File: src/rtl/decompressor_job_ctrl.sv
// Job controller for a decompressor core: metadata queue, launch/run/flush
// sequencing, beat counting, timeout supervision and completion reporting.
module decompressor_job_ctrl #(
    parameter int QUEUE_DEPTH = 4,
    parameter int CLEN_W      = 35,
    parameter int DLEN_W      = 32,
    parameter int ID_W        = 4,
    parameter int TO_W        = 24
) (
    input  logic                           clk,
    input  logic                           rst_n,
    input  logic                           meta_valid,
    output logic                           meta_ready,
    input  logic [CLEN_W-1:0]              compression_length,
    input  logic [DLEN_W-1:0]              decompression_length,
    input  logic [ID_W-1:0]                meta_id,
    output logic                           core_start,
    output logic [CLEN_W-1:0]              core_compression_length,
    output logic [DLEN_W-1:0]              core_decompression_length,
    input  logic                           core_done,
    input  logic                           core_out_valid,
    input  logic                           core_out_ready,
    input  logic                           abort,
    output logic                           core_flush,
    output logic                           job_done_valid,
    input  logic                           job_done_ready,
    output logic [ID_W-1:0]                job_done_id,
    output logic [1:0]                     job_done_status,
    output logic [DLEN_W-1:0]              job_done_beats,
    output logic                           busy,
    output logic [$clog2(QUEUE_DEPTH):0]   queue_level
);

    localparam int PW  = $clog2(QUEUE_DEPTH);
    localparam int QLW = PW + 1;
    localparam logic [QLW-1:0] DEPTH_L = QLW'(QUEUE_DEPTH);

    localparam logic [1:0] ST_OK      = 2'b00;
    localparam logic [1:0] ST_TIMEOUT = 2'b01;
    localparam logic [1:0] ST_ABORT   = 2'b10;

    typedef enum logic [2:0] {
        S_IDLE,
        S_LAUNCH,
        S_RUN,
        S_FLUSH,
        S_REPORT
    } state_e;

    state_e state_q, state_d;

    // Metadata queue storage and pointers
    logic [CLEN_W-1:0] q_clen_q [QUEUE_DEPTH];
    logic [DLEN_W-1:0] q_dlen_q [QUEUE_DEPTH];
    logic [ID_W-1:0]   q_id_q   [QUEUE_DEPTH];
    logic [PW-1:0]     wr_ptr_q, wr_ptr_d;
    logic [PW-1:0]     rd_ptr_q, rd_ptr_d;
    logic [QLW-1:0]    level_q, level_d;

    // Active job registers and counters
    logic [CLEN_W-1:0] job_clen_q;
    logic [DLEN_W-1:0] job_dlen_q;
    logic [ID_W-1:0]   job_id_q;
    logic [DLEN_W-1:0] beats_q;
    logic [TO_W-1:0]   to_q;
    logic [1:0]        status_q;
    logic              flush_cnt_q;

    logic push;
    logic pop;
    logic load;
    logic beat;
    logic to_full;

    assign meta_ready = (level_q != DEPTH_L);
    assign push       = meta_valid & meta_ready;
    assign pop        = (state_q == S_LAUNCH);
    // Job registers capture the head one cycle ahead so they are valid
    // during the start pulse; the entry itself is retired in LAUNCH.
    assign load       = (state_q == S_IDLE) && (level_q != '0);
    assign beat       = core_out_valid & core_out_ready;
    assign to_full    = (to_q == '1);

    // Queue pointer and level bookkeeping
    always_comb begin
        wr_ptr_d = wr_ptr_q;
        rd_ptr_d = rd_ptr_q;
        level_d  = level_q;
        if (push) begin
            wr_ptr_d = wr_ptr_q + PW'(1);
        end
        if (pop) begin
            rd_ptr_d = rd_ptr_q + PW'(1);
        end
        unique case ({push, pop})
            2'b10:   level_d = level_q + QLW'(1);
            2'b01:   level_d = level_q - QLW'(1);
            default: level_d = level_q;
        endcase
    end

    // Queue pointer/level registers
    always_ff @(posedge clk or negedge rst_n) begin
        if (!rst_n) begin
            wr_ptr_q <= '0;
            rd_ptr_q <= '0;
            level_q  <= '0;
        end else begin
            wr_ptr_q <= wr_ptr_d;
            rd_ptr_q <= rd_ptr_d;
            level_q  <= level_d;
        end
    end

    // Queue entry write on accepted metadata
    always_ff @(posedge clk or negedge rst_n) begin
        if (!rst_n) begin
            for (int i = 0; i < QUEUE_DEPTH; i++) begin
                q_clen_q[i] <= '0;
                q_dlen_q[i] <= '0;
                q_id_q[i]   <= '0;
            end
        end else if (push) begin
            q_clen_q[wr_ptr_q] <= compression_length;
            q_dlen_q[wr_ptr_q] <= decompression_length;
            q_id_q[wr_ptr_q]   <= meta_id;
        end
    end

    // FSM state register
    always_ff @(posedge clk or negedge rst_n) begin
        if (!rst_n) begin
            state_q <= S_IDLE;
        end else begin
            state_q <= state_d;
        end
    end

    // FSM next-state logic
    always_comb begin
        state_d = state_q;
        unique case (state_q)
            S_IDLE: begin
                if (level_q != '0) begin
                    state_d = S_LAUNCH;
                end
            end
            S_LAUNCH: begin
                if (job_dlen_q == '0) begin
                    state_d = S_REPORT;
                end else begin
                    state_d = S_RUN;
                end
            end
            S_RUN: begin
                if (core_done) begin
                    state_d = S_REPORT;
                end else if (abort || to_full) begin
                    state_d = S_FLUSH;
                end
            end
            S_FLUSH: begin
                if (flush_cnt_q) begin
                    state_d = S_REPORT;
                end
            end
            S_REPORT: begin
                if (job_done_ready) begin
                    state_d = S_IDLE;
                end
            end
            default: state_d = S_IDLE;
        endcase
    end

    // FSM outputs
    always_comb begin
        core_start     = 1'b0;
        core_flush     = 1'b0;
        job_done_valid = 1'b0;
        busy           = (state_q != S_IDLE);
        unique case (state_q)
            S_LAUNCH: core_start     = (job_dlen_q != '0);
            S_FLUSH:  core_flush     = 1'b1;
            S_REPORT: job_done_valid = 1'b1;
            default:  ;
        endcase
    end

    // Job registers, held from capture until the report is accepted
    always_ff @(posedge clk or negedge rst_n) begin
        if (!rst_n) begin
            job_clen_q <= '0;
            job_dlen_q <= '0;
            job_id_q   <= '0;
        end else if (load) begin
            job_clen_q <= q_clen_q[rd_ptr_q];
            job_dlen_q <= q_dlen_q[rd_ptr_q];
            job_id_q   <= q_id_q[rd_ptr_q];
        end
    end

    // Beat/timeout counters and completion status
    always_ff @(posedge clk or negedge rst_n) begin
        if (!rst_n) begin
            beats_q  <= '0;
            to_q     <= '0;
            status_q <= ST_OK;
        end else begin
            unique case (state_q)
                S_LAUNCH: begin
                    beats_q  <= '0;
                    to_q     <= '0;
                    status_q <= ST_OK;
                end
                S_RUN: begin
                    if (beat && (beats_q != '1)) begin
                        beats_q <= beats_q + DLEN_W'(1);
                    end
                    to_q <= beat ? '0 : to_q + TO_W'(1);
                    if (core_done) begin
                        status_q <= ST_OK;
                    end else if (abort) begin
                        status_q <= ST_ABORT;
                    end else if (to_full) begin
                        status_q <= ST_TIMEOUT;
                    end
                end
                default: ;
            endcase
        end
    end

    // Two-cycle flush length counter
    always_ff @(posedge clk or negedge rst_n) begin
        if (!rst_n) begin
            flush_cnt_q <= 1'b0;
        end else begin
            flush_cnt_q <= (state_q == S_FLUSH) ? ~flush_cnt_q : 1'b0;
        end
    end

    assign core_compression_length   = job_clen_q;
    assign core_decompression_length = job_dlen_q;
    assign job_done_id               = job_id_q;
    assign job_done_status           = status_q;
    assign job_done_beats            = beats_q;
    assign queue_level               = level_q;

endmodule

File: config.mk
export PLATFORM = sky130hd
export DESIGN_NAME = decompressor_job_ctrl
export DESIGN_NICKNAME = d
export VERILOG_FILES = /design/src/rtl/decompressor_job_ctrl.sv
export SDC_FILE = /design/constraint.sdc
export NUM_CORES = 1
export LEC_CHECK = 0
export ABC_AREA = 1
export CAP_MARGIN = 20
export CORE_MARGIN = 2
export CORE_UTILIZATION = 52
export CTS_CLUSTER_SIZE = 28
export DETAILED_ROUTE_END_ITERATION = 16
export GPL_TIMING_DRIVEN = 0
export PLACE_DENSITY = 0.77
export SLEW_MARGIN = 10
export SYNTH_ARGS = -nofsm -noshare
export SYNTH_HDL_FRONTEND = slang
export SYNTH_SLANG_ARGS = --single-unit
File: constraint.sdc
create_clock -name clk -period 1.59 [get_ports clk]
set_input_delay 0.477 -clock clk [delete_from_list [all_inputs] [get_ports clk]]
set_output_delay 0.477 -clock clk [all_outputs]
set_load 0.01 [all_outputs]
==> flow_summary.json <==
{
  "ios": 192,
  "detailroute.via_count": 20000,
  "cp_num_buf_inv": 1,
  "route.detailed.wl_per_inst_um": 24.7,
  "die_x_um": 199,
  "dp.cells": 2894,
  "grt_pass1_vias": 18100,
  "yosysWarnings": 0,
  "viasPerCell": 6.22,
  "grt_max_degree": 109,
  "cap_viol_max_count": 0,
  "layout_min_cycle_time_ps": 2460,
  "tns_ps": -88910,
  "regArea_mm2": 0.0106,
  "critical-path-max-stage-delay_ps": 410,
  "ys.flop_type": "dfrtp_1",
  "cp_top_family": "simple AND/OR/NAND/NOR gates",
  "grt_use_total_pct": 30.8,
  "critPathCapture": "core_start",
  "max_freq_ghz": 0.407,
  "fin_skew_ps": 28.7,
  "clk_pin_slew_ps": 60,
  "place_ws_ps": -847,
  "syn_area_mm2": 0.0197,
  "outcome": "complete, but fails checks",
  "first_iter_violations": 2229,
  "final_common_cell": "dfrtp_1",
  "final_cells": 3207,
  "first_pass_iters": 9,
  "wl_mm": 79.2,
  "gp_congestion": 0.930,
  "hpwlAfterDp_mm": 37.4,
  "drc": 0,
  "fp.dieH_um": 199,
  "p_sw_w": 0.0269,
  "ant_nets": 0,
  "ys_types": 38,
  "r2r-end": "core_compression_length[28]",
  "rrSetupSlack_ps": -470,
  "relSlewSlack_pct": 54.4,
  "cts_buffers": 45,
  "multi_input_area_mm2": 0.00974,
  "start_util_pct": 52.6,
  "cp_common_cell": "nor2_2",
  "coreArea_mm2": 0.0375,
  "areaGrowthSynthToFinish_pct": 49.1,
  "r2r_cells": 12,
  "nFillCells": 1994,
  "grt_overflow": 0,
  "rsz0062_at_grt": "yes",
  "p_clk_share_pct": 16.0,
  "postSynthCellCount": 2188,
  "p_seq_share_pct": 28.7,
  "crit_chain": "nor2_1 -> nand2_1 -> nor2_2 -> nand2_2 -> nor2_4 -> nor2_2 -> buf_2",
  "grt_antenna_before_repair": 6,
  "p_int_w": 0.0384,
  "swShare_pct": 41.2,
  "crit_path_end_kind": "output port",
  "holdWs_ps": -137,
  "syn_nets": 2275,
  "timing.rr.start": "state_q[2]",
  "port_buffers": 191,
  "slew_viol_final": 0,
  "cp.depth": 7,
  "yosysTopAreaCell": "dfrtp_1",
  "cts_root_buf": "clkbuf_16",
  "power_density_mw_per_mm2": 2220,
  "setup_viol": 475,
  "cts_max_path_buffers": 3,
  "worst_path_max_delay_cell": "dfrtp_1",
  "critPathLaunch": "core_decompression_length[1]",
  "cts_tree": "built",
  "cp-start-kind": "register",
  "criticalPathCategory": "register to output port",
  "rows": 71,
  "clk_latency_ps": 600,
  "crit_arrival_ps": 1980,
  "cts_sinks": 424,
  "cp_max_fo": 2,
  "layout-drive-gt1-share_pct": 38.3,
  "power_frac_comb_pct": 55.3,
  "leakagePower_nw": 13.4,
  "die-area_mm2": 0.0395,
  "ir_drop_mv": 1.42,
  "layout.nets": 2750,
  "synth-edff-count": 0,
  "ys_seq_area_share_pct": 53.8,
  "final_cell_mix": "dfrtp_1 (404), nand2_1 (292), inv_1 (215), mux2_4 (138), o21ai_0 (134)",
  "synth_seq_cells": 424,
  "tightest_slew_ps": 684,
  "crit_required_ps": 1110,
  "fin_crit_sh_pct": 154,
  "failed_checks": "hold timing, setup timing",
  "synth_area_leaders": "dfrtp_1 (54%), nand2_1 (8.1%), mux2_2 (7.5%)",
  "synth_async_sr_flop_share_pct": 100,
  "worstHoldPathType": "primary input to asynchronous set/reset pin",
  "synth_top_cell_area_share_pct": 53.8,
  "layout_setup_ws_ps": -866,
  "grt_pass1_wl_mm": 94.9,
  "cts_max_level": 2,
  "syn_avg_cell_area_um2": 9.01,
  "final_hold_viol_count": 69
}
-- power by group through the flow --
stage                     Clock (W)  Combinational, W  Sequential (W)
after floorplan                   0            0.0123          0.0178
after global placement            0            0.0189          0.0180
after detailed placement          0            0.0197          0.0181
after CTS                    0.0102            0.0235          0.0178
after global routing         0.0109            0.0375          0.0189
final                        0.0104            0.0361          0.0187
-- state kept, by name, summed over array words and instances, names as in the netlist --
signal                     flops
core_decompression_length     32
flush_cnt_q                    1
job_done_status                2
q_clen_q                     140
wr_ptr_q                       2
queue_level                    3
rd_ptr_q                       2
state_q                        3
core_compression_length       35
to_q                          24
job_done_id                    4
q_dlen_q                     128
job_done_beats                32
q_id_q                        16
-- cells in the mapped netlist, types with 11 or more instances --
cell	instances
mux2_1	11
nor2_1	201
inv_1	222
o21ai_0	276
nand2_1	427
buf_1	11
clkbuf_1	40
nand3_1	60
a31oi_1	71
mux2_2	131
dfrtp_1	424
a21oi_1	127
buf_2	43
buf_4	23
o211ai_1	37
-- kinds of logic (layout without fill, tap and decap cells) --
group | after synthesis | in the layout | synth area share, %
XOR/XNOR | 11 | 11 | 0.489
other | 0 | 6 | 0
AO/OA/AOI/OAI | 528 | 528 | 14.6
buffers and inverters | 350 | 852 | 7.53
multiplexers | 142 | 142 | 8.11
flip-flops | 424 | 424 | 53.8
AND/OR/NAND/NOR | 725 | 725 | 14.9
adder cells (fa/ha/maj) | 8 | 8 | 0.546
-- layout make-up --
cell class | count | share of cell area [%]
sequential | 424 | 36.2
multi-input combinational | 1414 | 33.2
timing repair buffer | 431 | 16.2
buffer | 118 | 4.49
clock buffer | 66 | 4.41
inverter | 229 | 2.97
tap | 511 | 2.18
clock inverter | 8 | 0.319
antenna | 6 | 0.0511
-- timing repair --
action | CTS | global route
cloned | 16 | 35
hold endpoints to repair | 69 | 69
setup endpoints to repair | 524 | 529
pin swaps | 15 | 42
setup buffers | 106 | 93
gates resized for setup | 817 | 755
-- stage by stage --
stage / total power (W) / hold WS (ps) / util (%) / instance area, µm²
5_1_grt: 0.0672 / -96.6 / 78.4 / 29400
3_5_place_dp: 0.0378 / 469 / 59.8 / 22400
2_1_floorplan: 0.0301 / 181 / - / 19800
3_3_place_gp: 0.0369 / 461 / 59.5 / 22300
4_1_cts: 0.0516 / -137 / 68.4 / 25600
6_report: 0.0653 / -137 / 78.4 / 29400
-- how the worst min path moves through the flow --
stage / startpoint / end / slack, ps
CTS: rst_n / to_q[14] / -140
global route: rst_n / to_q[19] / -100
detailed placement: q_clen_q[115] / q_clen_q[115] / 470
floorplan: rst_n / core_compression_length[0] / 180
global placement: q_clen_q[26] / q_clen_q[26] / 460
finish: rst_n / to_q[14] / -140
-- metal layers --
layer | up-vias | wire length, µm | global-route usage (%)
met1 | 9601 | 27800 | 39.0
met5 | - | 9 | 0
met4 | 2 | 5670 | 17.1
li1 | 8176 | - | -
met3 | 497 | 8590 | 5.14
met2 | 1677 | 37200 | 50.6
(Power assumes the default switching activity.)
